File: src/rtl/div_issue_ctrl.sv
// Issue controller between the EX stage and a multi-cycle DIV/REM unit: detects a divide,
// stalls the pipe, hands latched operands to the divider and returns its result to writeback.
module div_issue_ctrl #(
  parameter int unsigned TimeoutCycles = 80
) (
  input  logic        clk_i,
  input  logic        rst_ni,
  input  logic        ex_valid_i,
  input  logic [9:0]  ex_inst_op_f3_i,
  input  logic        ex_is_muldiv_i,
  input  logic [63:0] ex_rs1_data_i,
  input  logic [63:0] ex_rs2_data_i,
  input  logic [4:0]  ex_rd_addr_i,
  input  logic        flush_i,
  output logic        stall_o,
  output logic        div_ready_o,
  output logic [63:0] div_dividend_o,
  output logic [63:0] div_diviser_o,
  output logic [9:0]  div_inst_op_f3_o,
  input  logic [63:0] div_rem_data_i,
  input  logic        div_finish_i,
  input  logic        div_busy_i,
  output logic        wb_valid_o,
  output logic [4:0]  wb_rd_addr_o,
  output logic [63:0] wb_data_o,
  output logic        err_timeout_o
);

  localparam int unsigned WdW = $clog2(TimeoutCycles + 1);
  localparam logic [6:0] OpcOp   = 7'b0110011;
  localparam logic [6:0] OpcOp32 = 7'b0111011;

  typedef enum logic [2:0] {StIdle, StIssue, StWait, StDone, StDrain} state_e;

  state_e         state_q, state_d;
  logic [WdW-1:0] wd_q, wd_d;
  logic [63:0]    rs1_q, rs1_d;
  logic [63:0]    rs2_q, rs2_d;
  logic [63:0]    wb_data_q, wb_data_d;
  logic [9:0]     op_q, op_d;
  logic [4:0]     rd_q, rd_d;
  logic           err_q, err_d;
  logic           is_div;
  logic [6:0]     ex_opcode;

  assign ex_opcode = ex_inst_op_f3_i[9:3];
  // funct3 = 1xx selects DIV/DIVU/REM/REMU within the M extension
  assign is_div = ex_valid_i & ex_is_muldiv_i & ex_inst_op_f3_i[2] &
                  ((ex_opcode == OpcOp) | (ex_opcode == OpcOp32));

  always_comb begin
    state_d     = state_q;
    wd_d        = wd_q;
    rs1_d       = rs1_q;
    rs2_d       = rs2_q;
    op_d        = op_q;
    rd_d        = rd_q;
    wb_data_d   = wb_data_q;
    err_d       = 1'b0;
    stall_o     = 1'b0;
    div_ready_o = 1'b0;
    wb_valid_o  = 1'b0;

    unique case (state_q)
      StIdle: begin
        stall_o = is_div & ~flush_i;
        if (is_div && !flush_i && !div_busy_i) begin
          rs1_d   = ex_rs1_data_i;
          rs2_d   = ex_rs2_data_i;
          op_d    = ex_inst_op_f3_i;
          rd_d    = ex_rd_addr_i;
          state_d = StIssue;
        end
      end
      StIssue: begin
        // The divider cannot abort, so a flush here still issues and then drains.
        stall_o     = 1'b1;
        div_ready_o = 1'b1;
        wd_d        = '0;
        state_d     = flush_i ? StDrain : StWait;
      end
      StWait: begin
        stall_o = 1'b1;
        wd_d    = wd_q + 1'b1;
        if (div_finish_i) begin
          if (flush_i) begin
            state_d = StIdle;
          end else begin
            wb_data_d = div_rem_data_i;
            state_d   = StDone;
          end
        end else if (flush_i) begin
          state_d = StDrain;
        end else if (wd_d == WdW'(TimeoutCycles)) begin
          err_d   = 1'b1;
          state_d = StIdle;
        end
      end
      StDone: begin
        wb_valid_o = ~flush_i;
        state_d    = StIdle;
      end
      StDrain: begin
        stall_o = is_div;
        if (div_finish_i) begin
          state_d = StIdle;
        end
      end
      default: state_d = StIdle;
    endcase
  end

  always_ff @(posedge clk_i) begin
    if (!rst_ni) begin
      state_q   <= StIdle;
      wd_q      <= '0;
      rs1_q     <= '0;
      rs2_q     <= '0;
      op_q      <= '0;
      rd_q      <= '0;
      wb_data_q <= '0;
      err_q     <= 1'b0;
    end else begin
      state_q   <= state_d;
      wd_q      <= wd_d;
      rs1_q     <= rs1_d;
      rs2_q     <= rs2_d;
      op_q      <= op_d;
      rd_q      <= rd_d;
      wb_data_q <= wb_data_d;
      err_q     <= err_d;
    end
  end

  assign div_dividend_o   = rs1_q;
  assign div_diviser_o    = rs2_q;
  assign div_inst_op_f3_o = op_q;
  assign wb_rd_addr_o     = rd_q;
  assign wb_data_o        = wb_data_q;
  assign err_timeout_o    = err_q;

endmodule

File: config.mk
export PLATFORM = sky130hd
export DESIGN_NAME = div_issue_ctrl
export DESIGN_NICKNAME = d
export VERILOG_FILES = /design/src/rtl/div_issue_ctrl.sv
export SDC_FILE = /design/constraint.sdc
export NUM_CORES = 1
export LEC_CHECK = 0
export ABC_AREA = 1
export CAP_MARGIN = 0
export CORE_AREA = 2 2 166 168
export CTS_BUF_LIST = sky130_fd_sc_hd__clkbuf_8
export CTS_CLUSTER_SIZE = 10
export DETAILED_ROUTE_END_ITERATION = 8
export DIE_AREA = 0 0 168 170
export GPL_TIMING_DRIVEN = 0
export PLACE_DENSITY = 0.64
export SLEW_MARGIN = 20
export SYNTH_ARGS = -nofsm -noshare
export SYNTH_HDL_FRONTEND = slang
export SYNTH_SLANG_ARGS = --single-unit
File: constraint.sdc
create_clock -name clk_i -period 1.8 [get_ports clk_i]
set_input_delay 0.36 -clock clk_i [delete_from_list [all_inputs] [get_ports clk_i]]
set_output_delay 0.36 -clock clk_i [all_outputs]
set_load 0.05 [all_outputs]
==> impl_metrics.env <==
export IMPL_grtUsageTotal_pct=19.74
export IMPL_syn_nets=1207
export IMPL_netlist_area_sq_um=7840
export IMPL_final_core_util_pct=49.70
export IMPL_cp_arrival_ps=1450
export IMPL_yosys_warnings=0
export IMPL_fp_coreArea_sq_um=26650
export IMPL_start_util_pct=29.42
export IMPL_detail_route_antenna_nets=0
export IMPL_netlist_area_leader_share_pct=55.67
export IMPL_final_nets=1676
export IMPL_crit_chain="inv_6 > nand3_4 > nand2_4 > inv_8 > o31ai_4 > buf_6"
export IMPL_synth_xor_area_share_pct=0
export IMPL_syn_avg_cell_area_sq_um=7.903
export IMPL_clockRootBuffer="clkbuf_8"
export IMPL_dpl_instance_area_sq_um=12510
export IMPL_path_buf_inv=3
export IMPL_synthAdderAreaFrac_pct=0.1596
export IMPL_grt_max_degree=11
export IMPL_reg2reg_setup_slack_ps=160
export IMPL_most_common_layout_cells="416 x nor2_1, 215 x dfxtp_1, 202 x clkdlybuf4s50_1"
export IMPL_clockBufferDepth=3
export IMPL_grt_pass1_vias=8196
export IMPL_rsz0062_at_grt="true"
export IMPL_cts_tree="done"
export IMPL_fin_area_sq_um=13250
export IMPL_drive_gt1_share_pct=12.74
export IMPL_worstPathRequired_ps=1440
export IMPL_drv_cap=0
export IMPL_dp_hpwl_mm=21.71
export IMPL_die_height_um=170
export IMPL_period_share_pct=100.3
export IMPL_htreeDepth=2
export IMPL_drt_first_iter_violations=354
export IMPL_cpPeakStageDelay_ps=370
export IMPL_hold_violations=0
export IMPL_synthMuxAreaShare_pct=0
export IMPL_row_count=60
export IMPL_cts_inserted_buffers=39
export IMPL_num_io_pins=425
export IMPL_p_leak_nw=6.032
export IMPL_dieArea_sq_um=28560
export IMPL_grt_pass1_wl_mm=44.29
export IMPL_violations="negative setup slack"
export IMPL_crit_type="register to primary output"
export IMPL_status="complete, but fails checks"
export IMPL_yosysSeqAreaShare_pct=55.67
export IMPL_synth_compound_area_share_pct=13.88
export IMPL_yosys_area_share_simple_pct=23.30
export IMPL_netlist_instances=992
export IMPL_holdWs_ps=308.1
export IMPL_fmax_mhz=553.9
export IMPL_vias=8224
export IMPL_mostFrequentLayoutCell="nor2_1"
export IMPL_fin_crit_ps=1805
export IMPL_netlist_top_cells_area="dfxtp_1 56%, nor2_1 20%, o21ai_0 7.5%"
export IMPL_synth_top_family_by_area="simple AND/OR/NAND/NOR gates"
export IMPL_wl_per_cell_um=16.04
export IMPL_fin_ws_ps=-5.437
export IMPL_worst_slew_pin_slew_ps=763.4
export IMPL_peakVddDrop_uv=505.2
export IMPL_grt_overflow=0
export IMPL_setup_viol=1
export IMPL_portBuffers=423
export IMPL_synth_top_cell_by_area="dfxtp_1"
export IMPL_crit_path_end_kind="primary output"
export IMPL_viasPerCell=4.489
export IMPL_power_per_cell_area_nw_per_um2=772.2
export IMPL_worst_path_max_delay_cell="dfxtp_4"
export IMPL_gp_congestion=0.8572
export IMPL_firstDrtPassIters=4
export IMPL_worst_setup_path_start_kind="register"
export IMPL_wl_mm=29.39
export IMPL_clock_skew_ps=10.41
export IMPL_cts_sinks=218
export IMPL_slew_viol_final=0
export IMPL_diodes=0
export IMPL_clkTransAtPathRegs_ps=60
export IMPL_route_detailed_drc=0
export IMPL_min_path_type="input port to register"
export IMPL_antenna_found_initial=0
export IMPL_relSlewSlack_pct=49.10
export IMPL_area_growth_pct=68.96
export IMPL_cpLargestDelayFamily="flip-flops"
export IMPL_cp_max_fo=3
export IMPL_synth_distinct_cells=27
export IMPL_die_width_um=168
export IMPL_ys_ff_latch=218
export IMPL_clk_latency_ps=520
==> through the flow <==
stage | TNS (ps) | setup WS (ps) | std cells | power, mW
CTS | -141.0 | -93.65 | 1827 | 10.40
detailed placement | -61180 | -728.0 | 1756 | 5.572
finish | -5.437 | -5.437 | 1832 | 10.23
global placement | -57260 | -730.4 | 1756 | 5.571
global route | -114.3 | -89.77 | 1832 | 10.67
floorplan | 0 | 63.40 | 992 | 5.049
==> where the power goes <==
group	switching [mW]	total (mW)	internal, mW
registers	0.00153	4.83	4.82
clock network	2.04	4.76	2.72
logic	0.204	0.642	0.438
total	2.25	10.2	7.98
==> area by class of cell <==
class | count | area, sq um
multi-input combinational | 686 | 3014
clock buffer | 52 | 715.7
buffer | 68 | 474.2
clock inverter | 19 | 103.9
fill | 2609 | 13400
timing repair buffer | 428 | 4041
sequential | 218 | 4375
tap | 341 | 426.7
inverter | 20 | 95.09
==> routing by layer <==
| metal | vias to the layer above | routed length (um) | global-route usage, % |
|---|---|---|---|
| met5 | - | 0 | 0 |
| met4 | 0 | 846 | 6.805 |
| met3 | 54 | 2948 | 7.326 |
| met2 | 351 | 14100 | 34.84 |
| met1 | 3696 | 11500 | 21.90 |
| li1 | 4123 | - | - |
==> synth_stat cells <==
cell type / number
ha_1: 1
buf_4: 8
o21ai_1: 85
inv_2: 6
nor4_1: 1
nand3_1: 10
o31ai_1: 1
nand4_2: 1
o21ai_0: 118
a21oi_1: 10
inv_1: 14
nand4_1: 1
dfxtp_1: 218
o21bai_1: 1
nor2_4: 1
nor2_1: 418
clkbuf_1: 25
buf_2: 7
nand2_1: 27
nor3_1: 2
nand2_2: 1
a211oi_1: 1
nand3_2: 2
clkbuf_2: 5
nor2_2: 3
buf_6: 23
nand3b_1: 2
==> final timing paths <==
kind,start,to,cells after the start
worst max-delay path,state_q[0],stall_o,6
worst min-delay path,flush_i,err_timeout_o,4
worst max register to register,state_q[2],div_dividend_o[42],8
worst min register to register,div_inst_op_f3_o[9],div_inst_op_f3_o[9],2
==> cell families (layout without fill, tap and decap cells) <==
family	after synthesis	count (layout)
adder cells (fa/ha/maj)	1	1
buffers and inverters	88	587
AND/OR/NAND/NOR	469	469
AO/OA/AOI/OAI	216	216
flip-flops	218	218
==> sequential cells by signal, summed over array words and instances (netlist names) <==
name,cells
wb_rd_addr_o,5
state_q,3
wb_data_o,64
div_inst_op_f3_o,10
err_timeout_o,1
wd_q,7
div_diviser_o,64
div_dividend_o,64
==> timing repair <==
item | in CTS | in global routing
resized for setup | 291 | 177
buffers inserted | 0 | 5
setup endpoints to repair | 212 | 143
pin swaps | 1 | 11
hold buffers | 0 | 0
==> tightest hold or removal path, cell delays in order <==
cell and delay, ps:
dlymetal6s2s_1 220, nor3_1 110, nand2_1 50, nor2_1 40
Power figures use the tool's default switching activity.
